## src/rtl/ahb_master_pkg.sv

```systemverilog
// Shared encodings, state enum and helpers for the AHB-Lite master wrapper.
// Used by ahb_master_wrapper (optional feature macro: AHB_ERROR_RESP_EN).
package ahb_master_pkg;

  localparam logic [1:0] HTRANS_IDLE   = 2'b00;
  localparam logic [1:0] HTRANS_NONSEQ = 2'b10;
  localparam logic [1:0] HTRANS_SEQ    = 2'b11;

  localparam logic [2:0] HSIZE_WORD    = 3'b010;
  localparam logic [2:0] HBURST_INCR   = 3'b001;

  localparam logic [1:0] HRESP_ERROR   = 2'b01;

  typedef enum logic [1:0] {
    ST_IDLE,
    ST_ADDR,
    ST_DATA
  } state_t;

  // A beat landing on a 1KB-aligned address must restart the burst as NONSEQ.
  function automatic logic at_1kb_start(input logic [9:0] addr_lo);
    return addr_lo == 10'd0;
  endfunction

endpackage

```

## src/rtl/ahb_master_wrapper.sv

```systemverilog
// AHB-Lite master turning eFPGA core request/valid handshakes into single or INCR word transfers.
// Define AHB_ERROR_RESP_EN to abort on an ERROR response; otherwise HRESP is ignored.
//
// state   | meaning
// --------+------------------------------------------------------------
// ST_IDLE | no transfer outstanding, waiting for writereq/readreq
// ST_ADDR | address phase on the bus (a previous data phase may overlap)
// ST_DATA | last data phase pending, no new address issued
module ahb_master_wrapper
  import ahb_master_pkg::*;
#(
  parameter int ADDR_WIDTH = 32,
  parameter int DATA_WIDTH = 32
) (
  input  logic                  HCLK,
  input  logic                  HRESET,
  output logic [ADDR_WIDTH-1:0] HADDR,
  output logic [1:0]            HTRANS,
  output logic                  HWRITE,
  output logic [2:0]            HSIZE,
  output logic [2:0]            HBURST,
  output logic                  HSEL,
  output logic [DATA_WIDTH-1:0] HWDATA,
  input  logic [DATA_WIDTH-1:0] HRDATA,
  input  logic [1:0]            HRESP,
  input  logic                  HREADY,
  input  logic [ADDR_WIDTH-1:0] TARGET_ADDRESS,
  input  logic [DATA_WIDTH-1:0] eflx_rdata,
  input  logic                  writereq,
  input  logic                  readreq,
  output logic                  eflx_rvalid_data,
  output logic                  eflx_wvalid_data,
  output logic [DATA_WIDTH-1:0] eflx_wdata
);

  state_t                state_q, state_d;
  logic [ADDR_WIDTH-1:0] haddr_d, next_addr;
  logic [1:0]            htrans_d;
  logic                  hwrite_d, hsel_d;
  logic [DATA_WIDTH-1:0] hwdata_d, wdata_d;
  logic                  rvalid_d, wvalid_d;
  logic                  dp_valid_q, dp_valid_d;
  logic                  dp_write_q, dp_write_d;
  logic                  same_req, opp_req;

`ifndef AHB_ERROR_RESP_EN
  logic unused_hresp;
  assign unused_hresp = ^HRESP;
`endif

  assign HSIZE  = HSIZE_WORD;
  assign HBURST = HBURST_INCR;

  always_comb begin
    state_d    = state_q;
    haddr_d    = HADDR;
    htrans_d   = HTRANS;
    hwrite_d   = HWRITE;
    hsel_d     = HSEL;
    hwdata_d   = HWDATA;
    wdata_d    = eflx_wdata;
    rvalid_d   = 1'b0;
    wvalid_d   = 1'b0;
    dp_valid_d = dp_valid_q;
    dp_write_d = dp_write_q;
    next_addr  = HADDR + ADDR_WIDTH'(4);
    same_req   = HWRITE ? writereq : readreq;
    opp_req    = HWRITE ? readreq : writereq;

    unique case (state_q)
      ST_IDLE: begin
        if (writereq || readreq) begin
          state_d    = ST_ADDR;
          haddr_d    = TARGET_ADDRESS;
          hwrite_d   = writereq;
          htrans_d   = HTRANS_NONSEQ;
          hsel_d     = 1'b1;
          dp_valid_d = 1'b0;
        end
      end
      ST_ADDR: begin
        if (HREADY) begin
          // HREADY completes the overlapped data phase and accepts the current address together.
          if (dp_valid_q && !dp_write_q) begin
            wdata_d  = HRDATA;
            wvalid_d = 1'b1;
          end
          if (HWRITE) begin
            hwdata_d = eflx_rdata;
            rvalid_d = 1'b1;
          end
          dp_valid_d = 1'b1;
          dp_write_d = HWRITE;
          if (same_req && !opp_req) begin
            haddr_d  = next_addr;
            htrans_d = at_1kb_start(next_addr[9:0]) ? HTRANS_NONSEQ : HTRANS_SEQ;
          end else begin
            htrans_d = HTRANS_IDLE;
            state_d  = ST_DATA;
          end
        end
      end
      ST_DATA: begin
        if (HREADY) begin
          if (!dp_write_q) begin
            wdata_d  = HRDATA;
            wvalid_d = 1'b1;
          end
          dp_valid_d = 1'b0;
          hsel_d     = 1'b0;
          state_d    = ST_IDLE;
        end
      end
      default: state_d = ST_IDLE;
    endcase

`ifdef AHB_ERROR_RESP_EN
    if (dp_valid_q && (HRESP == HRESP_ERROR)) begin
      state_d    = ST_IDLE;
      htrans_d   = HTRANS_IDLE;
      hsel_d     = 1'b0;
      dp_valid_d = 1'b0;
      rvalid_d   = 1'b0;
      wvalid_d   = 1'b0;
      wdata_d    = eflx_wdata;
      hwdata_d   = HWDATA;
    end
`endif
  end

  always_ff @(posedge HCLK) begin
    if (HRESET) begin
      state_q          <= ST_IDLE;
      HADDR            <= '0;
      HTRANS           <= HTRANS_IDLE;
      HWRITE           <= 1'b0;
      HSEL             <= 1'b0;
      HWDATA           <= '0;
      eflx_wdata       <= '0;
      eflx_rvalid_data <= 1'b0;
      eflx_wvalid_data <= 1'b0;
      dp_valid_q       <= 1'b0;
      dp_write_q       <= 1'b0;
    end else begin
      state_q          <= state_d;
      HADDR            <= haddr_d;
      HTRANS           <= htrans_d;
      HWRITE           <= hwrite_d;
      HSEL             <= hsel_d;
      HWDATA           <= hwdata_d;
      eflx_wdata       <= wdata_d;
      eflx_rvalid_data <= rvalid_d;
      eflx_wvalid_data <= wvalid_d;
      dp_valid_q       <= dp_valid_d;
      dp_write_q       <= dp_write_d;
    end
  end

endmodule

```

## config.mk

```make
export PLATFORM = sky130hd
export DESIGN_NAME = ahb_master_wrapper
export DESIGN_NICKNAME = d
export VERILOG_FILES = /design/src/rtl/ahb_master_pkg.sv /design/src/rtl/ahb_master_wrapper.sv
export SDC_FILE = /design/constraint.sdc
export NUM_CORES = 1
export LEC_CHECK = 0
export CAP_MARGIN = 20
export CORE_AREA = 2 2 110 112
export DETAILED_ROUTE_END_ITERATION = 8
export DIE_AREA = 0 0 112 114
export GPL_TIMING_DRIVEN = 0
export HOLD_SLACK_MARGIN = 0.06
export PLACE_DENSITY = 0.83
export SYNTH_ARGS = -nofsm -noshare
export SYNTH_HDL_FRONTEND = slang
export SYNTH_SLANG_ARGS = --single-unit
export TNS_END_PERCENT = 50
```

## constraint.sdc

```tcl
create_clock -name HCLK -period 5.2 [get_ports HCLK]
set_clock_uncertainty 0.2 [all_clocks]
set_input_delay 1.3 -clock HCLK [delete_from_list [all_inputs] [get_ports HCLK]]
set_output_delay 1.3 -clock HCLK [all_outputs]
set_load 0.1 [all_outputs]
```

==> summary.log, run 1 <==
INFO  cells_and_area nets=971
INFO  synthesis      synth_edf_count=0
INFO  synthesis      syn_area=0.00508mm^2
INFO  routing        via_count=5569
INFO  power_and_ir_drop p_leak=2.70nW
INFO  global_route   global_route.overflow_total=0
INFO  synthesis      combinational_family_with_the_most_area_after_synthesis=simple AND/OR/NAND/NOR gates
INFO  sta            rsz_0062_raised_after_global_routing=no
INFO  cells_and_area final_layout_size_suffix_gt1_share=6.47%
INFO  place          finalWeightedCongestion=0.934
INFO  synthesis      mean_area_per_synthesized_cell=7.87um^2
INFO  setup_path     regToRegSetupSlack=2.49ns
INFO  global_route   grt_antenna_before_repair=0
INFO  cells_and_area stdcell_count=1012
INFO  synthesis      synth-compound-area-share=20.9%
INFO  setup_path     critPathMaxFanout=9
INFO  die            design.die.area=0.0128mm^2
INFO  sta            timing.fmax=279MHz
INFO  setup_path     timing.setup.critical_path_class=flip-flop to primary output
INFO  cells_and_area nFillCells=1037
INFO  synthesis      ys.warnings.count=0
INFO  global_route   first_global_vias=5295
INFO  routing        ant_nets=0
INFO  setup_path     worst_setup_path_start_kind=flip-flop
INFO  setup_path     cp.buffers_inverters=1
INFO  routing        avgViaCountPerCell=5.50
INFO  sta            crit_share_post_route=68.8%
INFO  worst_hold_path hp-start=eflx_wdata[17]$_SDFFE_PP0P_
INFO  setup_path     slowest_delay=1.21ns
INFO  setup_path     worst_setup_path_end_kind=primary output
INFO  power_and_ir_drop pnr_total_power=4.27mW
INFO  worst_hold_path min-delay-path-class=flip-flop to flip-flop
INFO  die            initial_utilization=43.4%
INFO  routing        drtIter0Drc=349
INFO  power_and_ir_drop net-switching-power=2.31mW
INFO  sta            min_period=3.58ns
INFO  clock_network  cts.sink_count=106
INFO  synthesis      ys_seq_elements=106
INFO  setup_path     r2r_cells=9
INFO  routing        dr.pass1.iters=5
INFO  power_and_ir_drop netSwitchingFraction=54.0%
INFO  cells_and_area diodes_inserted=0
INFO  die            core=0.0117mm^2
INFO  clock_network  ctsHoldBuffers=0
INFO  routing        drc_errors=0
INFO  sta            setup-violations-final=0
INFO  clock_network  clock_transition_at_path_regs=0.07ns
INFO  sta            final-max-slew-violation-count=0
INFO  clock_network  postCtsSetupRepairBufs=0
INFO  sta            worst_slew_pin_slew=1.02ns
INFO  power_and_ir_drop vdd.ir_drop.worst=546uV
INFO  power_and_ir_drop power_frac_seq=27.7%
INFO  setup_path     reg2reg_to=HADDR[20]$_SDFFE_PP0P_
INFO  sta            final_hold_viol_count=0
INFO  clock_network  ctsResizeCount=0
INFO  die            floorplan.rows=40
INFO  clock_network  cts_max_level=3
INFO  place          port_buffers=201
INFO  setup_path     r2r_start=state_q[0]$_SDFFE_PP0P_
INFO  routing        routed_wirelength=16500um
INFO  synthesis      synth_adder_area_share=1.72%
INFO  outcome        status=complete, no violations
INFO  synthesis      yosys.area_share.xor_xnor=0.172%
INFO  clock_network  ctsLongestPathBuffers=2
INFO  clock_network  ctsRootBufferMaster=sky130_fd_sc_hd__clkbuf_16
INFO  clock_network  cts_made_buffers=9
INFO  synthesis      post_synth_inst_count=645
INFO  synthesis      ys_seq_area_share=41.8%
INFO  routing        post_drt_wl_per_cell=16.3um
INFO  sta            fin_tns_setup=0ns
INFO  die            fp.dieW=112um
INFO  job            max_cap_viol_count=0
INFO  setup_path     worstPathArrival=2.08ns
INFO  synthesis      synthSimpleGateAreaFrac=26.0%
INFO  power_and_ir_drop combPwrFrac=57.3%
INFO  die            die_h=114um
INFO  sta            relSlewSlack=32.1%
INFO  synthesis      yosys.cell_types.count=66
INFO  global_route   first_pass_grt_wire_length=26400um
INFO  worst_hold_path holdPathStages=2
INFO  setup_path     crit_path_cell_trace=clkdlybuf4s50_1
INFO  worst_hold_path min_delay_worst_endpoint=eflx_wdata[17]$_SDFFE_PP0P_
INFO  setup_path     cpMaxStageDelayCell=sky130_fd_sc_hd__clkdlybuf4s50_1
INFO  place          placed_cells_incl_taps=997
INFO  global_route   grt_start_max_net_pins=17
INFO  clock_network  clkLatencyLatePin=0.35ns
INFO  synthesis      asyncSetResetFlopFracSynth=0%
INFO  power_and_ir_drop intPower=1.96mW
INFO  global_route   grt_use_total=25.7%
INFO  cells_and_area layout-area-overhead-vs-synth=48.8%
INFO  setup_path     cpLargestDelayFamily=buffers and inverters
INFO  setup_path     worst_ep_required_time=3.70ns
INFO  synthesis      postSynth.topFlopCell=sky130_fd_sc_hd__dfxtp_1
INFO  synthesis      proportion_of_synthesized_area_in_mux_cells=3.65%
INFO  clock_network  tritoncts=yes
INFO  place          post-dp-hpwl=12200um
INFO  power_and_ir_drop power_per_cell_area=565mW/mm^2
INFO  setup_path     path_depth=1
INFO  die            ports_placed_on_the_boundary=211
INFO  power_and_ir_drop clockPowerShare=15.0%
## per-stage QoR
step | instance area, um^2 | setup WS (ns) | utilization, % | hold slack [ns]
3_3_place_gp | 7290 | 1.39 | 62.2 | 0.240
5_1_grt | 7560 | 1.58 | 64.5 | 0.272
2_1_floorplan | 5090 | 2.30 | - | 0.248
3_5_place_dp | 7290 | 1.39 | 62.2 | 0.246
6_report | 7560 | 1.62 | 64.5 | 0.253
4_1_cts | 7560 | 1.62 | 64.5 | 0.255
## state kept, by name, summed over array words and instances (netlist names)
| register | flops |
|---|---|
| HSEL | 1 |
| state_q | 2 |
| eflx_wvalid_data | 1 |
| HWRITE | 1 |
| dp_write_q | 1 |
| eflx_wdata | 32 |
| dp_valid_q | 1 |
| eflx_rvalid_data | 1 |
| HTRANS | 2 |
| HADDR | 32 |
| HWDATA | 32 |
## logic make-up (layout without fill, tap and decap cells)
group           Yosys count  in the layout
fa+ha+maj                 7              7
xor+xnor                  1              1
flops                   106            106
buf+inv                  65            281
mux                      18             18
compound gates          176            176
simple gates            270            270
other cells               2              6
## power by group through the flow
stage / Combinational, mW / Sequential (mW) / Clock, mW
floorplan: 0.730 / 2.27 / 0
global placement: 2.42 / 1.19 / 0
detailed placement: 2.43 / 1.19 / 0
CTS: 2.44 / 1.18 / 0.651
global route: 2.57 / 1.21 / 0.680
finish: 2.45 / 1.18 / 0.639
## layout by cell type (no fill, tap or decap), drive strengths merged, types with 4 or more instances in the layout
cell	synthesis	layout
conb	2	6
a22oi	10	10
a211oi	5	5
o221ai	5	5
nor4	7	7
nand4	12	12
a21oi	93	93
inv	11	12
clkdlybuf4s50	0	201
o211ai	5	5
dfxtp	106	106
nand3	9	9
a32oi	5	5
o22ai	6	6
ha	7	7
o21ai	16	16
clkbuf	36	46
clkinv	0	4
nor3	7	7
and3	10	10
nor2	32	32
or4	8	8
nand2	159	159
mux2i	14	14
a31oi	12	12
buf	18	18
nand2b	4	4
mux2	4	4
## routing by layer
layer	GRT usage [%]	wire [um]	up-vias
li1	-	-	2703
met1	29.8	6350	2563
met2	43.8	7990	267
met3	8.29	1730	36
met4	11.4	446	0
met5	0	0	-
## cell usage after synthesis, drive strengths merged (2+ instances only)
cell type	count	area (um^2)
o21ai	16	80.1
nor3b	2	20.0
nor2b	3	18.8
a21oi	93	465
o221ai	5	43.8
ha	7	87.6
nand2b	4	25.0
a32oi	5	43.8
and3	10	62.6
o211ai	5	37.5
and2	3	18.8
nor3	7	51.3
buf	18	108
a41oi	3	26.3
a211oi	5	37.5
conb	2	7.51
o22ai	6	37.5
nand4	12	96.3
or2	3	18.8
or4	8	63.8
clkbuf	36	138
nand4b	3	32.5
nand2	159	599
nor4	7	73.8
a2bb2oi	3	26.3
a22oi	10	75.1
mux2i	14	140
nand3	9	45.0
mux2	4	45.0
a31oi	12	75.1
inv	11	41.3
and4	2	18.8
o21ba	2	20.0
dfxtp	106	2120
nor2	32	123
a21o	3	22.5
## cell type report
| class | count | area, um^2 | area share [%] |
|---|---|---|---|
| multi-input combinational | 478 | 2690 | 35.5 |
| sequential | 106 | 2120 | 28.1 |
| timing repair buffer | 201 | 2010 | 26.6 |
| buffer | 54 | 245 | 3.25 |
| clock buffer | 10 | 239 | 3.16 |
| tap | 147 | 184 | 2.43 |
| inverter | 11 | 41.3 | 0.546 |
| clock inverter | 5 | 28.8 | 0.381 |
## how the worst max path moves through the flow
stage	startpoint	to	slack, ns
3_3_place_gp	readreq	HADDR[12]$_SDFFE_PP0P_	1.39
2_1_floorplan	HADDR[11]$_SDFFE_PP0P_	HADDR[23]$_SDFFE_PP0P_	2.30
4_1_cts	HADDR[8]$_SDFFE_PP0P_	HADDR[8]	1.62
6_report	HADDR[8]$_SDFFE_PP0P_	HADDR[8]	1.62
3_5_place_dp	readreq	HADDR[22]$_SDFFE_PP0P_	1.39
5_1_grt	readreq	HADDR[22]$_SDFFE_PP0P_	1.58
(Power assumes the default switching activity.)
==> run 2, diff against run 1 <==
Settings changed: CORE_AREA 2 2 110 112 to 2 2 118 120, DIE_AREA 0 0 112 114 to 0 0 120 122, PLACE_DENSITY 0.83 to 0.76.
Clock period 5.2 ns to 3 ns, I/O delays scaled along.
==> run 2 against run 1 <==
Critical path depth is the same. Worst hold slack improved by 0.0012 ns. Sequential power grew 73%. Clock-buffer cell count decreased by 1. Die area grew 15%. Critical path type unchanged. Critical endpoint is now HADDR[26].
==> summary.log, run 2 (same netlist as run 1, synthesis figures left out) <==
INFO  global_route   grt_antenna_before_repair=0
INFO  power_and_ir_drop vdd.ir_drop.worst=395uV
INFO  setup_path     r2r_start=state_q[1]$_SDFFE_PP0P_
INFO  job            max_cap_viol_count=0
INFO  setup_path     r2r_cells=9
INFO  sta            final-max-slew-violation-count=0
INFO  sta            rsz_0062_raised_after_global_routing=no
INFO  setup_path     timing.setup.critical_path_class=flip-flop to primary output
INFO  clock_network  clkLatencyLatePin=0.35ns
INFO  setup_path     critPathMaxFanout=8
INFO  worst_hold_path min-delay-path-class=flip-flop to flip-flop
INFO  setup_path     cpLargestDelayFamily=buffers and inverters
INFO  place          finalWeightedCongestion=0.966
INFO  routing        wl_met2=7690um
INFO  clock_network  ctsRootBufferMaster=sky130_fd_sc_hd__clkbuf_16
INFO  routing        top_layer_used=met4
INFO  power_and_ir_drop pnr_total_power=7.53mW
INFO  die            design.die.area=0.0146mm^2
INFO  sta            worst_slew_pin_slew=1.01ns
INFO  setup_path     reg2reg_to=HADDR[16]$_SDFFE_PP0P_
INFO  routing        routed_wirelength=16200um
INFO  clock_network  postCtsSetupRepairBufs=0
INFO  clock_network  tritoncts=yes
INFO  worst_hold_path holdPathStages=2
INFO  place          port_buffers=201
INFO  clock_network  cts.sink_count=106
INFO  power_and_ir_drop p_leak=2.79nW
INFO  sta            relSlewSlack=32.1%
INFO  global_route   first_global_vias=5120
INFO  cells_and_area most_common_cell_after_layout_fill_and_taps_aside=sky130_fd_sc_hd__clkdlybuf4s50_1
INFO  cells_and_area diodes_inserted=0
INFO  setup_path     regToRegSetupSlack=0.36ns
INFO  clock_network  cts_made_buffers=9
INFO  global_route   grt_start_max_net_pins=20
INFO  clock_network  ctsLongestPathBuffers=2
INFO  setup_path     cpMaxStageDelayCell=sky130_fd_sc_hd__clkdlybuf4s50_1
INFO  routing        drtIter0Drc=461
INFO  routing        post_drt_wl_per_cell=15.5um
INFO  cells_and_area final_layout_size_suffix_gt1_share=7.04%
INFO  outcome        status=complete, no violations
INFO  die            die_h=122um
INFO  sta            setup-violations-final=0
INFO  die            core=0.0135mm^2
INFO  routing        wirelength_met1=6600um
INFO  cells_and_area layout-area-overhead-vs-synth=50.8%
INFO  setup_path     worst_ep_required_time=2.05ns
INFO  place          worst_slack_placed=-0.298ns
INFO  routing        ant_nets=0
INFO  routing        avgViaCountPerCell=5.23
INFO  place          placed_cells_incl_taps=1030
INFO  sta            final_hold_viol_count=0
INFO  cells_and_area largest_registers=HADDR x32, HWDATA x32, eflx_wdata x32
INFO  setup_path     crit_path_cell_trace=clkdlybuf4s50_1
INFO  setup_path     worst_setup_path_end_kind=primary output
INFO  routing        via_count=5475
INFO  global_route   grt_use_total=21.9%
INFO  clock_network  ctsHoldBuffers=0
INFO  place          post-dp-hpwl=12000um
INFO  routing        drc_errors=0
INFO  die            initial_utilization=37.6%
INFO  sta            crit_share_post_route=98.4%
INFO  sta            timing.fmax=339MHz
INFO  power_and_ir_drop power_per_cell_area=983mW/mm^2
INFO  setup_path     cp.buffers_inverters=1
INFO  die            fp.dieW=120um
INFO  setup_path     worst_setup_path_start_kind=flip-flop
INFO  die            ports_placed_on_the_boundary=211
INFO  die            floorplan.rows=43
INFO  sta            layout_setup_ws=0.0488ns
INFO  clock_network  cts_max_level=3
INFO  routing        dr.pass1.iters=5
INFO  cells_and_area nets=971
INFO  worst_hold_path hp-start=eflx_wdata[9]$_SDFFE_PP0P_
INFO  global_route   first_pass_grt_wire_length=25600um
INFO  setup_path     slowest_delay=1.18ns
INFO  sta            min_period=2.95ns
INFO  clock_network  clock_transition_at_path_regs=0.08ns
INFO  routing        met3_wirelength_from_detailed_routing=1550um
INFO  cells_and_area mostFrequentLayoutCells=193 x sky130_fd_sc_hd__clkdlybuf4s50_1, 157 x sky130_fd_sc_hd__nand2_1, 106 x sky130_fd_sc_hd__dfxtp_1, 93 x sky130_fd_sc_hd__a21oi_1, 33 x sky130_fd_sc_hd__clkbuf_1
INFO  worst_hold_path min_delay_worst_endpoint=eflx_wdata[9]$_SDFFE_PP0P_
INFO  global_route   global_route.overflow_total=0
INFO  setup_path     worstPathArrival=2.00ns
INFO  cells_and_area stdcell_count=1046
-- run 2: power breakdown --
group | switching (mW) | total [mW] | leakage [nW] | internal [mW]
sequential | 0.344 | 2.04 | 0.863 | 1.70
clock | 0.595 | 1.26 | 0.145 | 0.664
combinational | 3.11 | 4.23 | 1.78 | 1.12
-- run 2: routing by layer --
metal	vias up	global-route usage [%]
met3	36	7.30
met5	-	0
li1	2702	-
met2	252	36.0
met1	2485	26.1
met4	0	9.34
-- run 2: how the worst max path moves through the flow --
stage,from,endpoint,depth (start not counted)
global placement,readreq,HADDR[22]$_SDFFE_PP0P_,7
CTS,HADDR[13]$_SDFFE_PP0P_,HADDR[13],1
finish,HADDR[26]$_SDFFE_PP0P_,HADDR[26],1
detailed placement,readreq,HADDR[22]$_SDFFE_PP0P_,7
global route,HADDR[10]$_SDFFE_PP0P_,HADDR[10],1
floorplan,HADDR[11]$_SDFFE_PP0P_,HADDR[23]$_SDFFE_PP0P_,7
-- run 2: cell type report --
class | count | area (um^2)
plain buffers | 54 | 246
clock buffers | 9 | 225
clock inverters | 7 | 82.6
fillers | 1250 | 5850
inverters | 11 | 41.3
multi-input cells | 478 | 2690
flip-flops and latches | 106 | 2120
well taps | 180 | 225
repair buffers | 201 | 2020
-- run 2: metrics by stage --
step | area (um^2) | hold slack, ns | TNS (ns) | utilization [%]
final | 7660 | 0.254 | 0 | 56.7
after floorplan | 5090 | 0.248 | 0 | -
after CTS | 7630 | 0.256 | 0 | 56.5
after detailed placement | 7330 | 0.246 | -6.70 | 54.3
after global routing | 7660 | 0.270 | 0 | 56.7
after global placement | 7330 | 0.241 | -6.28 | 54.3
-- run 2: repair_timing --
action / in CTS / in global routing
gates resized for setup: 3 / 11
endpoints found under the setup margin: 3 / 19
pin swaps: 0 / 0
==> run 3, diff against run 2 <==
Settings changed: CELL_PAD_IN_SITES_DETAIL_PLACEMENT set to 1, CELL_PAD_IN_SITES_GLOBAL_PLACEMENT set to 2, CORE_AREA 2 2 118 120 to 2 2 159 161, DIE_AREA 0 0 120 122 to 0 0 161 163, PLACE_DENSITY 0.76 to 0.77, RECOVER_POWER set to 100.
==> run 3 against run 2 <==
Cell area rose by 1.2%. Sequential share of layout area down 0.34 points. First-iteration DRC count down 56%. Core utilization shrank 25 points. Critical path depth stayed put. Sequential power about the same. Setup slack better by 0.0071 ns. Via count down 0.55%. Routed wire length rose by 27%. Flip-flop and latch count unchanged. Non-clock buffer count unchanged. Largest cell class unchanged.
==> summary.log, run 3 (same netlist as run 1, synthesis figures left out) <==
INFO  outcome        status=complete, no violations
INFO  worst_hold_path min-delay-path-class=flip-flop to flip-flop
INFO  clock_network  postCtsSetupRepairBufs=0
INFO  power_and_ir_drop pnr_total_power=7.52mW
INFO  place          finalWeightedCongestion=0.795
INFO  sta            timing.fmax=340MHz
INFO  setup_path     worst_ep_required_time=2.05ns
INFO  power_and_ir_drop power_per_cell_area=970mW/mm^2
INFO  die            design.die.area=0.0262mm^2
INFO  setup_path     worst_setup_path_end_kind=primary output
INFO  sta            crit_share_post_route=98.1%
INFO  cells_and_area stdcell_count=1197
INFO  power_and_ir_drop p_leak=2.93nW
INFO  global_route   global_route.overflow_total=0
INFO  worst_hold_path holdPathStages=2
INFO  routing        routed_wirelength=20700um
INFO  die            fp.dieW=161um
INFO  setup_path     cpLargestDelayFamily=buffers and inverters
INFO  clock_network  cts_max_level=3
INFO  clock_network  ctsHoldBuffers=0
INFO  cells_and_area final_layout_size_suffix_gt1_share=7.16%
INFO  setup_path     critPathMaxFanout=5
INFO  setup_path     worst_setup_path_start_kind=flip-flop
INFO  cells_and_area nFillCells=3001
INFO  place          placedInstanceArea=0.00752mm^2
INFO  worst_hold_path hp-start=HWDATA[29]$_SDFFE_PP0P_
INFO  cells_and_area nets=971
INFO  sta            final-max-slew-violation-count=0
INFO  setup_path     slowest_delay=1.19ns
INFO  routing        drtIter0Drc=202
INFO  clock_network  cts_made_buffers=9
INFO  setup_path     crit_path_cell_trace=clkdlybuf4s50_1
INFO  cells_and_area mostFrequentLayoutCells=157 x sky130_fd_sc_hd__nand2_1, 115 x sky130_fd_sc_hd__clkdlybuf4s50_1, 106 x sky130_fd_sc_hd__dfxtp_1, 93 x sky130_fd_sc_hd__a21oi_1, 74 x sky130_fd_sc_hd__dlygate4sd3_1
INFO  clock_network  clkLatencyLatePin=0.36ns
INFO  setup_path     timing.setup.critical_path_class=flip-flop to primary output
INFO  setup_path     r2r_start=state_q[1]$_SDFFE_PP0P_
INFO  die            initial_utilization=20.6%
INFO  cells_and_area layout-area-overhead-vs-synth=52.6%
INFO  global_route   first_global_vias=5741
INFO  setup_path     reg2reg_to=HADDR[18]$_SDFFE_PP0P_
INFO  place          post-dp-hpwl=15500um
INFO  global_route   first_pass_grt_wire_length=32300um
INFO  routing        post_drt_wl_per_cell=17.3um
INFO  clock_network  ctsRootBufferMaster=sky130_fd_sc_hd__clkbuf_16
INFO  sta            rsz_0062_raised_after_global_routing=yes
INFO  sta            relSlewSlack=18.5%
INFO  place          port_buffers=201
INFO  global_route   grt_start_max_net_pins=20
INFO  routing        dr.pass1.iters=4
INFO  sta            setup-violations-final=0
INFO  die            ports_placed_on_the_boundary=211
INFO  die            floorplan.rows=58
INFO  setup_path     cp.buffers_inverters=1
INFO  job            max_cap_viol_count=0
INFO  clock_network  clock_transition_at_path_regs=0.08ns
INFO  sta            fin_tns_setup=0ns
INFO  cells_and_area final_core_utilization=31.4%
INFO  cells_and_area fin_area=0.00775mm^2
INFO  die            die_h=163um
INFO  setup_path     worstPathArrival=1.99ns
INFO  routing        ant_nets=0
INFO  clock_network  ctsLongestPathBuffers=2
INFO  cells_and_area most_common_cell_after_layout_fill_and_taps_aside=sky130_fd_sc_hd__nand2_1
INFO  clock_network  cts.sink_count=106
INFO  die            core=0.0247mm^2
INFO  sta            final_hold_viol_count=0
INFO  routing        drc_errors=0
INFO  place          placed_cells_incl_taps=1180
INFO  sta            min_period=2.94ns
INFO  global_route   grt_use_total=15.7%
INFO  sta            worst_slew_pin_slew=1.23ns
INFO  setup_path     regToRegSetupSlack=0.27ns
INFO  power_and_ir_drop vdd.ir_drop.worst=515uV
INFO  setup_path     cpMaxStageDelayCell=sky130_fd_sc_hd__clkdlybuf4s50_1
INFO  worst_hold_path min_delay_worst_endpoint=HWDATA[29]$_SDFFE_PP0P_
INFO  routing        avgViaCountPerCell=4.55
INFO  routing        via_count=5445
INFO  global_route   grt_antenna_before_repair=1
INFO  cells_and_area largest_registers=HADDR x32, HWDATA x32, eflx_wdata x32
INFO  clock_network  tritoncts=yes
INFO  setup_path     r2r_cells=9
-- run 3: repair_timing --
item | in CTS | in global routing
resized for setup | 12 | 10
setup endpoints to repair | 37 | 18
gates cloned | 0 | 0
-- run 3: cell type report --
class / instances / area [um^2] / area share [%]
Multi-Input combinational cell: 478 / 2700 / 34.9
Inverter: 11 / 41.3 / 0.533
Timing Repair Buffer: 201 / 1940 / 25.0
Antenna cell: 1 / 2.50 / 0.0323
Tap cell: 330 / 413 / 5.33
Clock inverter: 6 / 55.1 / 0.710
Buffer: 54 / 249 / 3.21
Clock buffer: 10 / 229 / 2.95
Sequential cell: 106 / 2120 / 27.4
-- run 3: how the worst max path moves through the flow --
stage	from	end	slack (ns)	depth (start not counted)
finish	HADDR[22]$_SDFFE_PP0P_	HADDR[22]	0.06	1
global route	state_q[1]$_SDFFE_PP0P_	HWDATA[20]$_SDFFE_PP0P_	-0.006	8
CTS	writereq	HADDR[15]$_SDFFE_PP0P_	0.004	8
detailed placement	HRESET	HADDR[21]$_SDFFE_PP0P_	-0.53	5
global placement	HRESET	HADDR[11]$_SDFFE_PP0P_	-0.53	5
floorplan	HADDR[11]$_SDFFE_PP0P_	HADDR[23]$_SDFFE_PP0P_	0.10	7
-- run 3: metrics by stage --
stage	hold slack (ns)	setup slack, ns
after global routing	0.275	-0.00589
after floorplan	0.248	0.100
after global placement	0.241	-0.528
after detailed placement	0.246	-0.531
after CTS	0.258	0.00447
final	0.253	0.0559
-- run 3: power by group --
group | switching, mW | internal, mW
Sequential | 0.354 | 1.70
Combinational | 3.22 | 1.02
Clock | 0.641 | 0.587
-- run 3: routing by layer --
| layer | global-route usage, % | vias to the layer above | routed length, um |
|---|---|---|---|
| met5 | 0 | - | 0 |
| met3 | 5.09 | 15 | 1460 |
| met4 | 3.94 | 0 | 297 |
| met1 | 18.8 | 2572 | 9010 |
| li1 | - | 2710 | - |
| met2 | 27.1 | 148 | 9890 |
